<file path="config.mk">
export PLATFORM = sky130hd
export DESIGN_NAME = apb_master_bridge
export DESIGN_NICKNAME = d
export VERILOG_FILES = /design/src/rtl/apb_master_bridge.sv
export SDC_FILE = /design/constraint.sdc
export NUM_CORES = 1
export LEC_CHECK = 0
export BUFFER_PORTS_ARGS = -buffer_cell sky130_fd_sc_hd__buf_2
export CORE_MARGIN = 1
export CORE_UTILIZATION = 49
export DETAILED_ROUTE_END_ITERATION = 12
export HOLD_SLACK_MARGIN = 0.08
export PLACE_DENSITY = 0.94
export SYNTH_ARGS = -nofsm -noshare
export SYNTH_HDL_FRONTEND = slang
export SYNTH_SLANG_ARGS = --single-unit
export TNS_END_PERCENT = 20
</file>
<file path="constraint.sdc">
create_clock -name PCLK -period 2.7 [get_ports PCLK]
set_clock_uncertainty 0.1 [all_clocks]
set_input_delay 0.27 -clock PCLK [delete_from_list [all_inputs] [get_ports PCLK]]
set_output_delay 0.27 -clock PCLK [all_outputs]
set_load 0.02 [all_outputs]
</file>
<file path="src/rtl/apb_master_bridge.sv">
// APB4 requester: turns one valid/ready command into one APB transfer and
// returns a buffered response (rdata, error, timeout) on a valid/ready channel.
module apb_master_bridge #(
    parameter int unsigned AW      = 32,
    parameter int unsigned DW      = 32,
    parameter int unsigned SW      = 4,
    parameter int unsigned TIMEOUT = 16
) (
    input  logic          PCLK,
    input  logic          PRESETn,
    // Both channels: a beat transfers on a PCLK rising edge where valid && ready;
    // the sender holds its payload stable while valid is high and ready is low.
    input  logic          cmd_valid,
    output logic          cmd_ready,
    input  logic          cmd_write,
    input  logic [AW-1:0] cmd_addr,
    input  logic [DW-1:0] cmd_wdata,
    input  logic [SW-1:0] cmd_strb,
    input  logic [2:0]    cmd_prot,
    input  logic          cmd_nse,
    output logic          rsp_valid,
    input  logic          rsp_ready,
    output logic [DW-1:0] rsp_rdata,
    output logic          rsp_err,
    output logic          rsp_timeout,
    output logic [AW-1:0] PADDR,
    output logic [2:0]    PPROT,
    output logic          PNSE,
    output logic          PSEL,
    output logic          PENABLE,
    output logic          PWRITE,
    output logic [DW-1:0] PWDATA,
    output logic [SW-1:0] PSTRB,
    input  logic          PREADY,
    input  logic [DW-1:0] PRDATA,
    input  logic          PSLVERR,
    output logic [1:0]    dbg_state
);

    typedef enum logic [1:0] {
        IDLE   = 2'd0,
        SETUP  = 2'd1,
        ACCESS = 2'd2,
        RESP   = 2'd3
    } state_t;

    localparam int unsigned CW = (TIMEOUT > 1) ? $clog2(TIMEOUT) : 1;

    state_t        state_q, state_d;
    logic [CW-1:0] wait_cnt_q, wait_cnt_d;
    logic [AW-1:0] paddr_q, paddr_d;
    logic [2:0]    pprot_q, pprot_d;
    logic          pnse_q, pnse_d;
    logic          psel_q, psel_d;
    logic          penable_q, penable_d;
    logic          pwrite_q, pwrite_d;
    logic [DW-1:0] pwdata_q, pwdata_d;
    logic [SW-1:0] pstrb_q, pstrb_d;
    logic          rsp_valid_q, rsp_valid_d;
    logic [DW-1:0] rsp_rdata_q, rsp_rdata_d;
    logic          rsp_err_q, rsp_err_d;
    logic          rsp_timeout_q, rsp_timeout_d;
    logic          timeout_hit;

    // The last permitted wait cycle is the one where the counter reads TIMEOUT-1.
    always_comb begin
        timeout_hit = (TIMEOUT != 0) && !PREADY && (wait_cnt_q == CW'(TIMEOUT - 1));
    end

    always_comb begin
        state_d       = state_q;
        wait_cnt_d    = wait_cnt_q;
        paddr_d       = paddr_q;
        pprot_d       = pprot_q;
        pnse_d        = pnse_q;
        psel_d        = psel_q;
        penable_d     = penable_q;
        pwrite_d      = pwrite_q;
        pwdata_d      = pwdata_q;
        pstrb_d       = pstrb_q;
        rsp_valid_d   = rsp_valid_q;
        rsp_rdata_d   = rsp_rdata_q;
        rsp_err_d     = rsp_err_q;
        rsp_timeout_d = rsp_timeout_q;
        case (state_q)
            IDLE: begin
                if (cmd_valid) begin
                    paddr_d  = cmd_addr;
                    pprot_d  = cmd_prot;
                    pnse_d   = cmd_nse;
                    pwrite_d = cmd_write;
                    pwdata_d = cmd_write ? cmd_wdata : '0;
                    pstrb_d  = cmd_write ? cmd_strb : '0;
                    psel_d   = 1'b1;
                    state_d  = SETUP;
                end
            end
            SETUP: begin
                penable_d  = 1'b1;
                wait_cnt_d = '0;
                state_d    = ACCESS;
            end
            ACCESS: begin
                if (PREADY) begin
                    psel_d        = 1'b0;
                    penable_d     = 1'b0;
                    rsp_valid_d   = 1'b1;
                    rsp_err_d     = PSLVERR;
                    rsp_timeout_d = 1'b0;
                    rsp_rdata_d   = pwrite_q ? '0 : PRDATA;
                    state_d       = RESP;
                end else if (timeout_hit) begin
                    psel_d        = 1'b0;
                    penable_d     = 1'b0;
                    rsp_valid_d   = 1'b1;
                    rsp_err_d     = 1'b1;
                    rsp_timeout_d = 1'b1;
                    rsp_rdata_d   = '0;
                    state_d       = RESP;
                end else begin
                    wait_cnt_d = wait_cnt_q + 1'b1;
                end
            end
            RESP: begin
                if (rsp_ready) begin
                    rsp_valid_d = 1'b0;
                    state_d     = IDLE;
                end
            end
            default: state_d = IDLE;
        endcase
    end

    always_ff @(posedge PCLK or negedge PRESETn) begin
        if (!PRESETn) begin
            state_q       <= IDLE;
            wait_cnt_q    <= '0;
            paddr_q       <= '0;
            pprot_q       <= '0;
            pnse_q        <= 1'b0;
            psel_q        <= 1'b0;
            penable_q     <= 1'b0;
            pwrite_q      <= 1'b0;
            pwdata_q      <= '0;
            pstrb_q       <= '0;
            rsp_valid_q   <= 1'b0;
            rsp_rdata_q   <= '0;
            rsp_err_q     <= 1'b0;
            rsp_timeout_q <= 1'b0;
        end else begin
            state_q       <= state_d;
            wait_cnt_q    <= wait_cnt_d;
            paddr_q       <= paddr_d;
            pprot_q       <= pprot_d;
            pnse_q        <= pnse_d;
            psel_q        <= psel_d;
            penable_q     <= penable_d;
            pwrite_q      <= pwrite_d;
            pwdata_q      <= pwdata_d;
            pstrb_q       <= pstrb_d;
            rsp_valid_q   <= rsp_valid_d;
            rsp_rdata_q   <= rsp_rdata_d;
            rsp_err_q     <= rsp_err_d;
            rsp_timeout_q <= rsp_timeout_d;
        end
    end

    // Gated with PRESETn so no command can be offered while reset is held.
    assign cmd_ready   = (state_q == IDLE) && PRESETn;
    assign PADDR       = paddr_q;
    assign PPROT       = pprot_q;
    assign PNSE        = pnse_q;
    assign PSEL        = psel_q;
    assign PENABLE     = penable_q;
    assign PWRITE      = pwrite_q;
    assign PWDATA      = pwdata_q;
    assign PSTRB       = pstrb_q;
    assign rsp_valid   = rsp_valid_q;
    assign rsp_rdata   = rsp_rdata_q;
    assign rsp_err     = rsp_err_q;
    assign rsp_timeout = rsp_timeout_q;
    assign dbg_state   = state_q;

endmodule

</file>
**After elaboration in Yosys (flattened, before gate mapping)**

Cells that the tools add are included.

- Add/sub/neg operators: 1
- Eq/ne operators: 9
- Muxes and demuxes: 24
- Reductions and logical operators: 15

Operators with widths:

| operator | number |
|---|---|
| 32-bit two-way mux | 4 |
| 4-bit two-way mux | 3 |
| 3-bit AND reduction | 4 |
| 1-bit two-way mux | 8 |
| 2-bit two-way mux | 4 |
| 2-bit inequality test (second input constant) | 4 |
| 2-bit one-hot mux with 4 select lines | 1 |
| 4-bit one-hot mux with 2 select lines | 1 |
| 2-bit nonzero test | 4 |
| 1-bit one-hot mux with 2 select lines | 3 |
| 2-bit AND reduction | 3 |
| 4-bit by 1-bit adder with 4-bit output (second input constant) | 1 |
| 2-bit == test (second input constant) | 2 |
| 4-bit == test (second input constant) | 1 |
| 3-bit inequality test (second input constant) | 1 |
| 2-bit by 1-bit == test with 1-bit output (second input constant) | 1 |
| 1-bit logical AND | 2 |
| 2-bit zero test | 1 |
| 1-bit zero test | 1 |

- Register bits after elaboration: 116
- Input port bits: 111
- Output and inout port bits: 113
- Logic and storage cells: 63

**Longest topological paths before layout**

Gate-level depths: netlist of run 1.

- Depth in word-level cells: 5
- Mapped depth: 7
- Depth with buffers taken out: 5

**Worst setup path after synthesis of run 1**

OpenSTA, ideal clock, no wires.

- Path kind: register to register
- Start point: register state_q[0], in the netlist dbg_state[0]
- End point: register paddr_q[10], in the netlist PADDR[10]
- Setup time: 125 ps
- Arrival: 1596 ps
- Required time: 2475 ps
- Slack: 879 ps
- Stages on the path, launching flop included: 6
- Path buffers: 1
- Period minus slack after synthesis: 1821 ps
- Cell sequence: dfrtp_1 -> inv_1 -> ha_1 -> nand2_1 -> buf_2 -> mux2_2

- Longest elaborated chain between the ends: 2

RTL lines:

| element | line | source |
|---|---|---|
| start: declaration | 49 | `state_t state_q, state_d;` |
| start signal: assignment | 151 | `state_q <= state_d;` |
| 2-bit zero test | 85 | `case (state_q)` |
| 2-bit AND reduction (no source line) | n/a |  |
| end signal: assignment | 153 | `paddr_q <= paddr_d;` |
| end: declaration | 51 | `logic [AW-1:0] paddr_q, paddr_d;` |

Every way passes these cells.
A chain may end at the register's enable or synchronous reset.

**Final worst setup path of run 1**

- Start point: register wait_cnt_q[0]
- End point: register rsp_rdata_q[24], in the netlist rsp_rdata[24]

- Longest elaborated chain between the ends: 4

RTL lines:

| element | line | source |
|---|---|---|
| start: declaration | 50 | `logic [CW-1:0] wait_cnt_q, wait_cnt_d;` |
| start signal: assignment | 152 | `wait_cnt_q <= wait_cnt_d;` |
| 4-bit == test | 67 | `timeout_hit = (TIMEOUT != 0) && !PREADY && (wait_cnt_q == CW'(TIMEOUT - 1));` |
| 1-bit logical AND | 67 |  |
| 2-bit nonzero test (no source line) | n/a |  |
| 2-bit AND reduction (no source line) | n/a |  |
| end signal: assignment | 162 | `rsp_rdata_q <= rsp_rdata_d;` |
| end: declaration | 60 | `logic [DW-1:0] rsp_rdata_q, rsp_rdata_d;` |

Every way passes these cells.

==> results by group, run 1 <==
Run status
  • Outcome: finished with violations
  • Failing checks: DRC

Layout
  • Final Util: between 80% and 90%
  • Diode count: 0
  • Final non-filler cell total: 822
  • Fillers: about 450
  • Share of cells above drive strength 1: between 40% and 50%
  • Seq. cell area: ~2900 µm²
  • Multi-input gate area: between 1500 and 2000 µm²
  • Design Area, Final: approximately 7400 µm²
  • Area growth syn-to-layout: 62.9%
  • Final net count: about 800

STA
  • Fin. Hold Viols: 0
  • Fmax: between 400 and 500 MHz
  • Worst Max-Slew Pin Slew: between 1000 and 1500 ps
  • Final setup violation count: 0
  • Hold Slack: between 200 and 250 ps
  • Max-slew violations: 0
  • Max_slew headroom: 13.5%
  • RSZ-0062 raised after global routing: no
  • Setup TNS: 0 ps
  • Min Clock Period, post-route: between 2000 and 2500 ps
  • Tcrit/Tclk final: ~89%

Placement
  • Placer Congestion: around 0.82
  • Port-buffer cells: roughly 220
  • HPWL Detailed: about 8.1 mm
  • Placed inst area: 5740 µm²
  • Placed Instances: 680

Synth
  • Post-Synthesis Cells: ~370
  • Cell variety after synth: 34
  • Mapped Nets: 483
  • Post-synth top area share: roughly 64%
  • Post-synth EDFFs: 0
  • Top FF cell, synth: dfrtp_1
  • Yosys reg bits: roughly 120
  • Sequential area share after synthesis: a little under two thirds
  • Synth area leaders: dfrtp_1 (64%), mux2_2 (9.1%), nand2_1 (6.3%)
  • Most frequent cells after synthesis: dfrtp_1 (116), nand2_1 (77), mux2_2 (37), o21ai_0 (36), a22o_1 (32)
  • Yosys top cell by area: dfrtp_1
  • Most common cell in the synthesized netlist: dfrtp_1
  • Mean Syn Cell Area: 12.4 µm²
  • Post-Syn Area: 4560 µm²
  • Ys Warns: 0
  • FFs w/ async S/R, synth: 100%

Hold path
  • Worst min path class: primary input to flop

Worst setup path
  • Nature of the critical path endpoint: flop
  • Critical path launch point type: flop
  • Worst Path Arrival: around 2700 ps
  • Crit-path max FO: 32
  • Critical Path Start: wait_cnt_q[0]
  • Cell count of the worst reg-to-reg path: 4
  • CP Class: flop to flop
  • Reg2reg end: rsp_rdata[24]
  • Setup crit end: rsp_rdata[24]
  • R2R Path Start: wait_cnt_q[0]
  • Critical Path RT: between 3000 and 4000 ps
  • Worst R2R Setup Slack: roughly 290 ps

CTS
  • CTS tree: yes
  • H-tree levels: 4
  • Post-CTS Setup Inserts: 0
  • Max Buffers Root-to-Sink: 2
  • Reg clk slew, reported paths: roughly 60 ps
  • Num Clock Sinks: around 120
  • Cts bufs inserted: 17
  • Clk Tree Root Cell: clkbuf_8
  • Skew-Pair Late Insertion Delay: 490 ps

Power and ir drop
  • Lkg Pwr: 3.79 nW
  • PwrDens: approximately 1200 nW/µm²
  • Peak VDD IR: roughly 700 µV

Route
  • Post-route DRC: 15
  • Drt pass-1 iters: 11
  • Routed vias/inst: 5.23
  • Final WL: approximately 15 mm
  • Wire per inst: roughly 19 µm
  • Starting DRT DRC Count: 145
  • Via Count: around 4,300
  • Detail Route Antenna Nets: 0

GRT
  • Largest net degree at the start of global routing: 72
  • Global-route wire length before repair: approximately 24 mm
  • Initial antenna violation count: 0
  • Tot GR Track Use: 32.7%
  • Vias in the first global route: about 4,800
  • Gr ovfl total: 0

Floorplan
  • Core box area: 8850 µm²
  • Site Rows: 34
  • Total die area: roughly 9700 µm²
  • Boundary Pins: 224
  • Die height: just under 100 µm
  • Die Wd: about 98 µm
  • Initial core utilization: between 50% and 60%

Job
  • Number of max-cap violations: 0
worst max-delay path, stage by stage (launching register included):
cell and delay, ps:
dfrtp_1 420, ha_1 290, and3_4 200, o21ai_2 970, a22o_1 340
how the worst min path moves through the flow:
stage	start	end	slack (ps)	cells after the start
after floorplan	PRESETn	PADDR[0]	-130	0
after global placement	PRESETn	dbg_state[1]	300	2
after detailed placement	PRESETn	dbg_state[0]	340	2
after CTS	cmd_write	PWDATA[2]	200	3
after global routing	cmd_write	PWDATA[27]	260	3
final	cmd_write	PWDATA[24]	230	3
sequential cells by signal, indices dropped and copies added (netlist names), 2 cells and up:
register,count
PADDR,32
PPROT,3
PSTRB,4
PWDATA,32
dbg_state,2
rsp_rdata,32
wait_cnt_q,4
routing by layer:
metal | track usage [%] | part of all wire (%)
met5 | 0 | 0
met4 | 20.1 | 5.3
met3 | 7.66 | 6.2
met2 | 58.6 | 52
met1 | 35.1 | 37
power by group:
group / internal [W] / total [W] / switching [W]
clock: 0.00134 / 0.00216 / 0.000817
combinational: 0.00137 / 0.00347 / 0.00210
sequential: 0.00251 / 0.00299 / 0.000488
cell usage in the layout (no fill, tap or decap), types with 2 or more instances in the layout:
cell type,instances
dlygate4sd3_1,110
bufinv_16,2
dfrtp_1,116
buf_4,7
inv_1,4
nor2b_1,4
o21ai_0,36
o21a_1,2
a31oi_1,3
nand2_1,76
ha_1,6
clkbuf_8,2
clkbuf_16,16
clkinvlp_4,7
inv_6,3
buf_2,222
a41oi_1,2
a21oi_1,3
mux2_2,37
nand2b_1,4
a22o_1,32
metrics by stage:
| step | setup slack [ps] | total power (W) |
|---|---|---|
| after global routing | 188 | 0.00901 |
| after detailed placement | 411 | 0.00618 |
| final | 295 | 0.00862 |
| after floorplan | 879 | 0.00500 |
| after global placement | 556 | 0.00601 |
| after CTS | 399 | 0.00848 |
what timing repair did:
item | in CTS | in global routing
hold buffers | 110 | 0
gates resized for setup | 0 | 0
endpoints found under the hold margin | 224 | 0
cell families (layout without fill, tap and decap cells):
group	count (synthesis)	in the layout	share of synthesized area, %
flops	116	116	63.7
simple gates	92	92	8.51
compound gates	86	86	13.3
mux	39	39	9.70
buf+inv	27	375	3.08
fa+ha+maj	6	6	1.65
cell type report:
type                            count  area share [%]
Multi-Input combinational cell    223            20.5
Clock buffer                       18            5.77
Tap cell                          108            1.82
Inverter                            4           0.202
Sequential cell                   116            39.1
Clock inverter                     14            2.06
Timing Repair Buffer              339            30.5
Note: power is estimated with default switching activity, not from simulation.
==> run 2, diff against run 1 <==
CTS_BUF_LIST = sky130_fd_sc_hd__clkbuf_16   (was default)
==> run 2 against run 1 <==
  * The flow still finishes with violations (DRC)
  * Setup slack improved by 23 ps
  * Clock-buffer cell count fell by 1
  * Non-clock buffer count fell by 5
  * Sequential power barely moved
  * Register-to-register slack improved by 20 ps
  * Critical path depth did not move
  * Global-route usage rose by 0.18 points
  * Fmax rose by 0.98%
  * Critical path type unchanged
==> results by group, run 2 (same netlist as run 1, synthesis figures left out) <==
Layout
  • Seq. cell area: between 2000 and 3000 µm²
  • Most frequent cells in the layout: buf_2 (222), dfrtp_1 (116), dlygate4sd3_1 (105)
  • Final Util: a little over four fifths
  • Final net count: 813
  • Share of cells above drive strength 1: a little over two fifths
  • Fillers: between 400 and 500
  • Diode count: 0
  • Area growth syn-to-layout: 61.8%
  • Design Area, Final: roughly 7400 µm²
  • Multi-input gate area: 1520 µm²
  • Commonest non-fill, non-tap cell in the layout: buf_2

GRT
  • Vias in the first global route: between 4,000 and 5,000
  • Tot GR Track Use: 32.9%
  • Initial antenna violation count: 0
  • M3 GR Usage: 7.52%
  • Global-route wire length before repair: 24.1 mm
  • Largest net degree at the start of global routing: 72
  • Busiest grt layer: met2
  • Gr ovfl total: 0
  • Met1 Track Usage GR: between 30% and 40%
  • GRT met2 Usage: 58.2%

Worst setup path
  • Worst Path Arrival: ~2600 ps
  • Worst R2R Setup Slack: around 320 ps
  • Critical path launch point type: flop
  • R2R Path Start: wait_cnt_q[0]
  • Reg2reg end: rsp_rdata[24]
  • CP Class: flop to flop
  • Crit-path max FO: 32
  • Setup crit end: rsp_rdata[24]
  • Nature of the critical path endpoint: flop
  • Critical Path RT: slightly below 3000 ps
  • Cell count of the worst reg-to-reg path: 4
  • Critical Path Start: wait_cnt_q[0]

Floorplan
  • Site Rows: 34
  • Initial core utilization: between 50% and 60%
  • Boundary Pins: around 220
  • Total die area: 9690 µm²
  • Die Wd: 98.4 µm
  • Die height: 98.4 µm
  • Core box area: a little under 9000 µm²

Placement
  • HPWL Detailed: 8.14 mm
  • Placer Congestion: between 0.8 and 0.9
  • Port-buffer cells: approximately 220
  • Placed inst area: between 5000 and 6000 µm²

Power and ir drop
  • Peak VDD IR: between 600 and 700 µV
  • Sw power: ~0.0034 W
  • PwrDens: between 1000 and 1500 nW/µm²
  • Switching Fraction: approximately two fifths
  • Part of the power in registers: a little over a third
  • Logic gate share of total power: 40.0%
  • Lkg Pwr: roughly 3.8 nW
  • Clock network fraction of total power: roughly 25%
  • Internal power: approximately 0.0052 W

STA
  • Final setup violation count: 0
  • Fin. Hold Viols: 0
  • Tcrit/Tclk final: between 80 and 90%
  • Min Clock Period, post-route: around 2400 ps
  • RSZ-0062 raised after global routing: no
  • Max-slew violations: 0
  • Fmax: around 420 MHz
  • Worst Max-Slew Pin Slew: about 1300 ps
  • Max_slew headroom: approximately 14%
  • Setup TNS: 0 ps

Run status
  • Failing checks: DRC
  • Outcome: finished with violations

Route
  • Final WL: ~15 mm
  • Drt pass-1 iters: 9
  • Post-route DRC: 15
  • Starting DRT DRC Count: 180
  • Detail Route Antenna Nets: 0
  • Via Count: around 4,300
  • Routed vias/inst: approximately 5.3
  • Wire per inst: about 19 µm

Hold path
  • Worst min path class: primary input to flop

CTS
  • Num Clock Sinks: between 100 and 150
  • Clk Tree Root Cell: clkbuf_16
  • Post-CTS Setup Inserts: 0
  • Resized Gates After CTS: 0
  • Reg clk slew, reported paths: about 60 ps
  • CTS tree: yes
  • Max Buffers Root-to-Sink: 2
  • H-tree levels: 4
  • Cts bufs inserted: 17
  • Skew-Pair Late Insertion Delay: just under 400 ps

Job
  • Number of max-cap violations: 0
run 2: changes by cell type in the layout (fill, tap and decap cells not counted):
cell           delta
clkbuf_8          -2
clkbuf_16         +1
clkinv_1          +1
dlygate4sd3_1     -5
run 2: worst min-delay path by stage:
stage                 start           end  slack [ps]  depth (start not counted)
floorplan           PRESETn      PADDR[0]        -130                          0
CTS                 PSLVERR       rsp_err          80                          3
detailed placement  PRESETn  dbg_state[0]         340                          2
global placement    PRESETn  dbg_state[1]         300                          2
finish              PSLVERR       rsp_err         100                          3
global route        PSLVERR       rsp_err         100                          3
run 2: cell type report:
cell class / count / area share [%]
multi-input combinational: 223 / 20.7
timing repair buffer: 334 / 30.0
tap: 108 / 1.83
clock inverter: 15 / 2.12
clock buffer: 17 / 5.77
inverter: 4 / 0.204
sequential: 116 / 39.4
run 2: metrics by stage:
stage               cells  total power, W  hold WS, ps  worst slack (ps)
finish                817         0.00865         96.5               318
global route          817         0.00905         99.1               197
detailed placement    680         0.00618          336               411
global placement      680         0.00601          302               556
CTS                   817         0.00850         80.9               399
floorplan             366         0.00500         -126               879
run 2: power by group through the flow:
stage | registers [W] | clock network (W) | logic [W]
finish | 0.00300 | 0.00219 | 0.00346
CTS | 0.00293 | 0.00220 | 0.00336
global placement | 0.00289 | 0 | 0.00312
floorplan | 0.00383 | 0 | 0.00116
detailed placement | 0.00294 | 0 | 0.00324
global route | 0.00307 | 0.00230 | 0.00368
run 2: repair_timing:
action                     CTS  global route
hold buffers               105             0
hold endpoints to repair   220             0
setup endpoints to repair    0             0
run 2: per-layer routing:
metal,vias to the layer above,wire length [µm],share of wire (%)
li1,1938,-,-
met1,2068,5630,37
met2,232,7940,52
met3,64,948,6.2
met4,0,779,5.1
met5,-,0,0
run 2: worst max-delay path: stages (launching register included):
cell and delay [ps]:
dfrtp_1 420, ha_1 290, and3_4 200, o21ai_2 960, a22o_1 330
